[config.mk]
export PLATFORM = sky130hd
export DESIGN_NAME = ntt_addr_gen
export DESIGN_NICKNAME = d
export VERILOG_FILES = /design/src/rtl/ntt_pkg.sv /design/src/rtl/ntt_bit_insert.sv /design/src/rtl/ntt_addr_gen.sv
export SDC_FILE = /design/constraint.sdc
export NUM_CORES = 1
export LEC_CHECK = 0
export ABC_CLOCK_PERIOD_IN_PS = 3700
export CAP_MARGIN = 20
export CELL_PAD_IN_SITES_DETAIL_PLACEMENT = 1
export CELL_PAD_IN_SITES_GLOBAL_PLACEMENT = 1
export CORE_UTILIZATION = 40
export CTS_CLUSTER_SIZE = 10
export DETAILED_ROUTE_END_ITERATION = 6
export DONT_BUFFER_PORTS = 1
export PLACE_DENSITY = 0.7
export SETUP_SLACK_MARGIN = 0.1
export SYNTH_ARGS = -nofsm -noshare
export SYNTH_HDL_FRONTEND = slang
export SYNTH_HIERARCHICAL = 1
export SYNTH_SLANG_ARGS = --single-unit
[constraint.sdc]
create_clock -name clk -period 3.7 [get_ports clk]
set_clock_uncertainty 0.1 [all_clocks]
set_input_delay 0.185 -clock clk [delete_from_list [all_inputs] [get_ports clk]]
set_output_delay 0.185 -clock clk [all_outputs]
set_load 0.01 [all_outputs]
[src/rtl/ntt_pkg.sv]
// Shared definitions for the NTT butterfly address generator.
package ntt_pkg;

    // Default transform size: N = 2^DefLogN coefficients.
    localparam int unsigned DefLogN = 3;

    // Sequencer states.
    typedef enum logic [1:0] {
        StIdle = 2'd0,
        StRun  = 2'd1,
        StFin  = 2'd2
    } state_e;

    // Ceiling log2, never smaller than 1 so that derived widths stay legal.
    function automatic int unsigned clog2_min1(input int unsigned v);
        int unsigned r;
        r = 0;
        for (int unsigned i = 0; i < 32; i++) begin
            if ((64'd1 << i) < 64'(v)) begin
                r = i + 1;
            end
        end
        return (r == 0) ? 1 : r;
    endfunction

endpackage

[src/rtl/ntt_bit_insert.sv]
// Inserts a zero bit into k at bit position pos_i; bits at and above pos_i move up one place.
module ntt_bit_insert #(
    parameter int unsigned W  = 3,
    parameter int unsigned SW = 2
) (
    input  logic [W-1:0]  k_i,
    input  logic [SW-1:0] pos_i,
    output logic [W-1:0]  addr_o
);

    logic [W-1:0] mask;

    // Keep the low pos_i bits in place, shift the remainder up by one.
    always_comb begin
        mask   = (W'(1) << pos_i) - W'(1);
        addr_o = ((k_i & ~mask) << 1) | (k_i & mask);
    end

endmodule

[src/rtl/ntt_addr_gen.sv]
// Radix-2 DIT NTT butterfly sequencer: emits (addr_a, addr_b, tw_idx) per accepted beat.
module ntt_addr_gen
    import ntt_pkg::*;
#(
    parameter int unsigned LOG_N  = DefLogN,
    parameter int unsigned ADDR_W = LOG_N,
    parameter int unsigned STG_W  = clog2_min1(LOG_N)
) (
    input  logic              clk,
    input  logic              rst,
    input  logic              start,
    output logic              busy,
    output logic              out_valid,
    input  logic              out_ready,
    output logic [ADDR_W-1:0] addr_a,
    output logic [ADDR_W-1:0] addr_b,
    output logic [LOG_N-2:0]  tw_idx,
    output logic [STG_W-1:0]  stage,
    output logic              stage_last,
    output logic              done
);

    localparam int unsigned      KW    = LOG_N - 1;
    localparam logic [KW-1:0]    KLast = '1;
    localparam logic [STG_W-1:0] SLast = STG_W'(LOG_N - 1);

    state_e            state_q, state_d;
    logic [KW-1:0]     k_q, k_d;
    logic [STG_W-1:0]  s_q, s_d;
    logic              valid_q, valid_d;
    logic              busy_q, busy_d;
    logic              done_q, done_d;
    logic [ADDR_W-1:0] addr_a_q, addr_b_q;
    logic [LOG_N-2:0]  tw_q;
    logic [STG_W-1:0]  stage_q;
    logic              last_q;

    logic [ADDR_W-1:0] k_ext, half, j, ins_a, tw_full;
    logic [31:0]       tw_sh;

    // Next-state: counters advance only on an accepted beat.
    always_comb begin
        state_d = state_q;
        k_d     = k_q;
        s_d     = s_q;
        valid_d = valid_q;
        busy_d  = busy_q;
        done_d  = 1'b0;
        unique case (state_q)
            StIdle: begin
                if (start) begin
                    state_d = StRun;
                    k_d     = '0;
                    s_d     = '0;
                    valid_d = 1'b1;
                    busy_d  = 1'b1;
                end
            end
            StRun: begin
                if (valid_q && out_ready) begin
                    if (k_q == KLast) begin
                        k_d = '0;
                        if (s_q == SLast) begin
                            state_d = StFin;
                            s_d     = '0;
                            valid_d = 1'b0;
                            busy_d  = 1'b0;
                            done_d  = 1'b1;
                        end else begin
                            s_d = s_q + STG_W'(1);
                        end
                    end else begin
                        k_d = k_q + KW'(1);
                    end
                end
            end
            StFin: begin
                state_d = StIdle;
            end
            default: begin
                state_d = StIdle;
            end
        endcase
    end

    // Beat arithmetic from the next (k, s) so the outputs are registered with the counters.
    always_comb begin
        k_ext   = ADDR_W'(k_d);
        half    = ADDR_W'(1) << s_d;
        j       = k_ext & (half - ADDR_W'(1));
        tw_sh   = 32'(LOG_N - 1) - 32'(s_d);
        tw_full = j << tw_sh;
    end

    ntt_bit_insert #(
        .W  (ADDR_W),
        .SW (STG_W)
    ) u_bit_insert (
        .k_i    (k_ext),
        .pos_i  (s_d),
        .addr_o (ins_a)
    );

    // State and output registers; outputs are zeroed whenever no beat is presented.
    always_ff @(posedge clk or negedge rst) begin
        if (!rst) begin
            state_q  <= StIdle;
            k_q      <= '0;
            s_q      <= '0;
            valid_q  <= 1'b0;
            busy_q   <= 1'b0;
            done_q   <= 1'b0;
            addr_a_q <= '0;
            addr_b_q <= '0;
            tw_q     <= '0;
            stage_q  <= '0;
            last_q   <= 1'b0;
        end else begin
            state_q  <= state_d;
            k_q      <= k_d;
            s_q      <= s_d;
            valid_q  <= valid_d;
            busy_q   <= busy_d;
            done_q   <= done_d;
            addr_a_q <= valid_d ? ins_a : '0;
            addr_b_q <= valid_d ? (ins_a | half) : '0;
            tw_q     <= valid_d ? tw_full[LOG_N-2:0] : '0;
            stage_q  <= valid_d ? s_d : '0;
            last_q   <= valid_d && (k_d == KLast);
        end
    end

    assign busy       = busy_q;
    assign out_valid  = valid_q;
    assign addr_a     = addr_a_q;
    assign addr_b     = addr_b_q;
    assign tw_idx     = tw_q;
    assign stage      = stage_q;
    assign stage_last = last_q;
    assign done       = done_q;

endmodule

==> impl_metrics.ini <==
[status]
status = complete, no violations

[critical_path]
crit_fanout = 7
end_kind = flop
crit_path_start_kind = flop
r2r_start = k_q[0]
path_class = flop to flop
crit_required_ns = 3.82
startpoint = k_q[0]
cp.arrival_ns = 2.84

[run]
maxCapViolCount = 0

[synthesis]
synth_seq_area_share_pct = 55.25
ys_seq_elements = 20
syn_nets = 93
avgSynthCellArea_sq_um = 10.78
netlist_instances = 84
ys_warn_count = 6
yosysUniqueCellTypes = 26
netlist_area_sq_um = 905.9

[clocking]
cts_num_sinks = 20
clk_latency_ns = 0.30
cts_root_buf = clkbuf_4
clk_pin_slew_ns = 0.12
numCtsBuffers = 3
clockBufferDepth = 2
htreeDepth = 1
post_cts_buffers = 0
cts_tree = done

[power]
leakagePower_uw = 0.0004872
total_power_uw = 925.8
power_density_nw_per_um2 = 916.9
ir_drop_uv = 401.5

[cells_and_area]
diodes = 0
final_common_cell = dfrtp_1
postLayoutCellArea_sq_um = 1010
layout.cells.most_common_list = dfrtp_1, nor2_1, a22o_1, inv_1, ha_1
syn_to_final_growth_pct = 11.46
fillCellCount = 239
regArea_sq_um = 500.5
nets = 99
drive_gt1_share_pct = 7.865
multiInputGateArea_sq_um = 376.6

[floorplanning]
core-area_sq_um = 2042
die_w_um = 49.59
die-area_sq_um = 2459
die_y_um = 49.59
start_util_pct = 44.36
io_pins = 18
rows = 16

[timing]
relSlewSlack_pct = 41.45
worstMarginPinSlew_ns = 0.8754
fin_setup_tns_ns = 0
hold_viol = 0
period_share_pct = 73.33
setup_viol = 0
max_freq_mhz = 368.6
maxSlewViolCount = 0
min_period_ns = 2.713
rsz0062_at_grt = no

[min_path]
hp-class = input pin to flop
min_from = out_ready

[grt]
grt_max_degree = 21
antenna_found_initial = 0
grt_pass1_vias = 668
grt_remaining_overflow = 0
grt_pass1_wl_mm = 3.160
grt_usage_pct = 17.22

[drt]
avgViaCountPerCell = 5.345
postRouteAntennaNets = 0
vias = 620
drt_pass1_iterations = 4
wl_mm = 1.875
wl_per_cell_um = 16.16
drc = 0
drt_iter0_markers = 7

[place]
io_buffers = 0
placed_area_sq_um = 937.1
dp_hpwl_mm = 1.361
place_congestion = 0.7814
-- final timing paths --
kind	endpoint	slack (ns)	depth (start not counted)
worst max-delay path	tw_idx[1]	0.99	7
worst min-delay path	state_q[0]	0.05	3
worst max register to register	tw_idx[1]	0.99	7
worst min register to register	busy	0.53	2
max in group asynchronous	k_q[0]	2.63	1
min in group asynchronous	busy	0.33	1
-- kinds of logic (layout without fill, tap and decap cells) --
group / count (synthesis) / count (layout) / synth area share, %
simple gates: 39 / 39 / 24.17
flops: 20 / 20 / 55.25
compound gates: 12 / 12 / 10.08
buf+inv: 7 / 12 / 3.177
fa+ha+maj: 5 / 5 / 6.906
other cells: 1 / 1 / 0.4140
-- flip-flops by register name (all words and copies together), names as in the netlist --
name,count
k_q,2
addr_b,3
state_q,2
stage,2
busy,1
tw_idx,2
out_valid,1
stage_last,1
addr_a,3
s_q,2
done,1
-- layer usage --
layer,part of all wire [%],GRT usage [%]
met1,47,21.70
met2,49,29.28
met3,2.9,4.321
met4,0.91,4.286
met5,0,0
-- through the flow --
stage | setup WS [ns] | hold WS, ns | util, % | std cells
final | 0.9867 | 0.05016 | 49.45 | 116
after global placement | 1.119 | -0.2100 | 45.89 | 110
after floorplan | 1.214 | -0.2106 | - | 84
after detailed placement | 1.041 | -0.2100 | 45.89 | 110
after global routing | 0.8220 | 0.06442 | 49.45 | 116
after CTS | 0.9807 | 0.03900 | 49.45 | 116
-- cells in the mapped netlist (all sizes together) --
cell type | number | area (sq um)
and2 | 3 | 18.77
clkbuf | 2 | 10.01
nor2b | 1 | 6.260
o21bai | 1 | 7.510
a22o | 5 | 43.79
o21ai | 2 | 10.01
nor2 | 16 | 60.06
nor4 | 1 | 6.260
and3 | 2 | 12.51
nand3 | 4 | 20.02
ha | 5 | 62.56
and3b | 1 | 10.01
nand2b | 1 | 6.260
nand4 | 1 | 6.260
nand2 | 3 | 11.26
o32ai | 1 | 8.760
or3 | 2 | 12.51
a31oi | 1 | 6.260
nor3b | 1 | 7.510
or4b | 1 | 10.01
nand3b | 1 | 7.510
a22oi | 2 | 15.01
inv | 5 | 18.77
dfrtp | 20 | 500.5
conb | 1 | 3.750
nand4b | 1 | 23.77
-- area by class of cell --
class | instances | area share, %
multi-input cells | 57 | 37.30
flip-flops and latches | 20 | 49.57
clock buffers | 3 | 2.230
well taps | 27 | 3.346
repair buffers | 3 | 2.726
clock inverters | 1 | 2.974
inverters | 5 | 1.859
-- where the power goes --
part,internal (uW),leakage [uW],switching (uW)
sequential,301,0.000254,86.9
combinational,142,0.000205,217
clock,110,0.0000279,69.1
total,553,0.000487,373
-- timing repair --
action / in CTS / in global routing
hold buffers: 2 / 0
resized for setup: 0 / 0
hold endpoints to repair: 22 / 0
-- critical path, stage by stage (launching register included) --
cell and delay, ns:
dfrtp_1 0.42, ha_1 0.30, nand4b_4 0.16, or4b_1 0.48, and3_1 0.29, ha_1 0.31
or3_1 0.40, a31oi_1 0.18
Note: power is estimated with default switching activity, not from simulation.
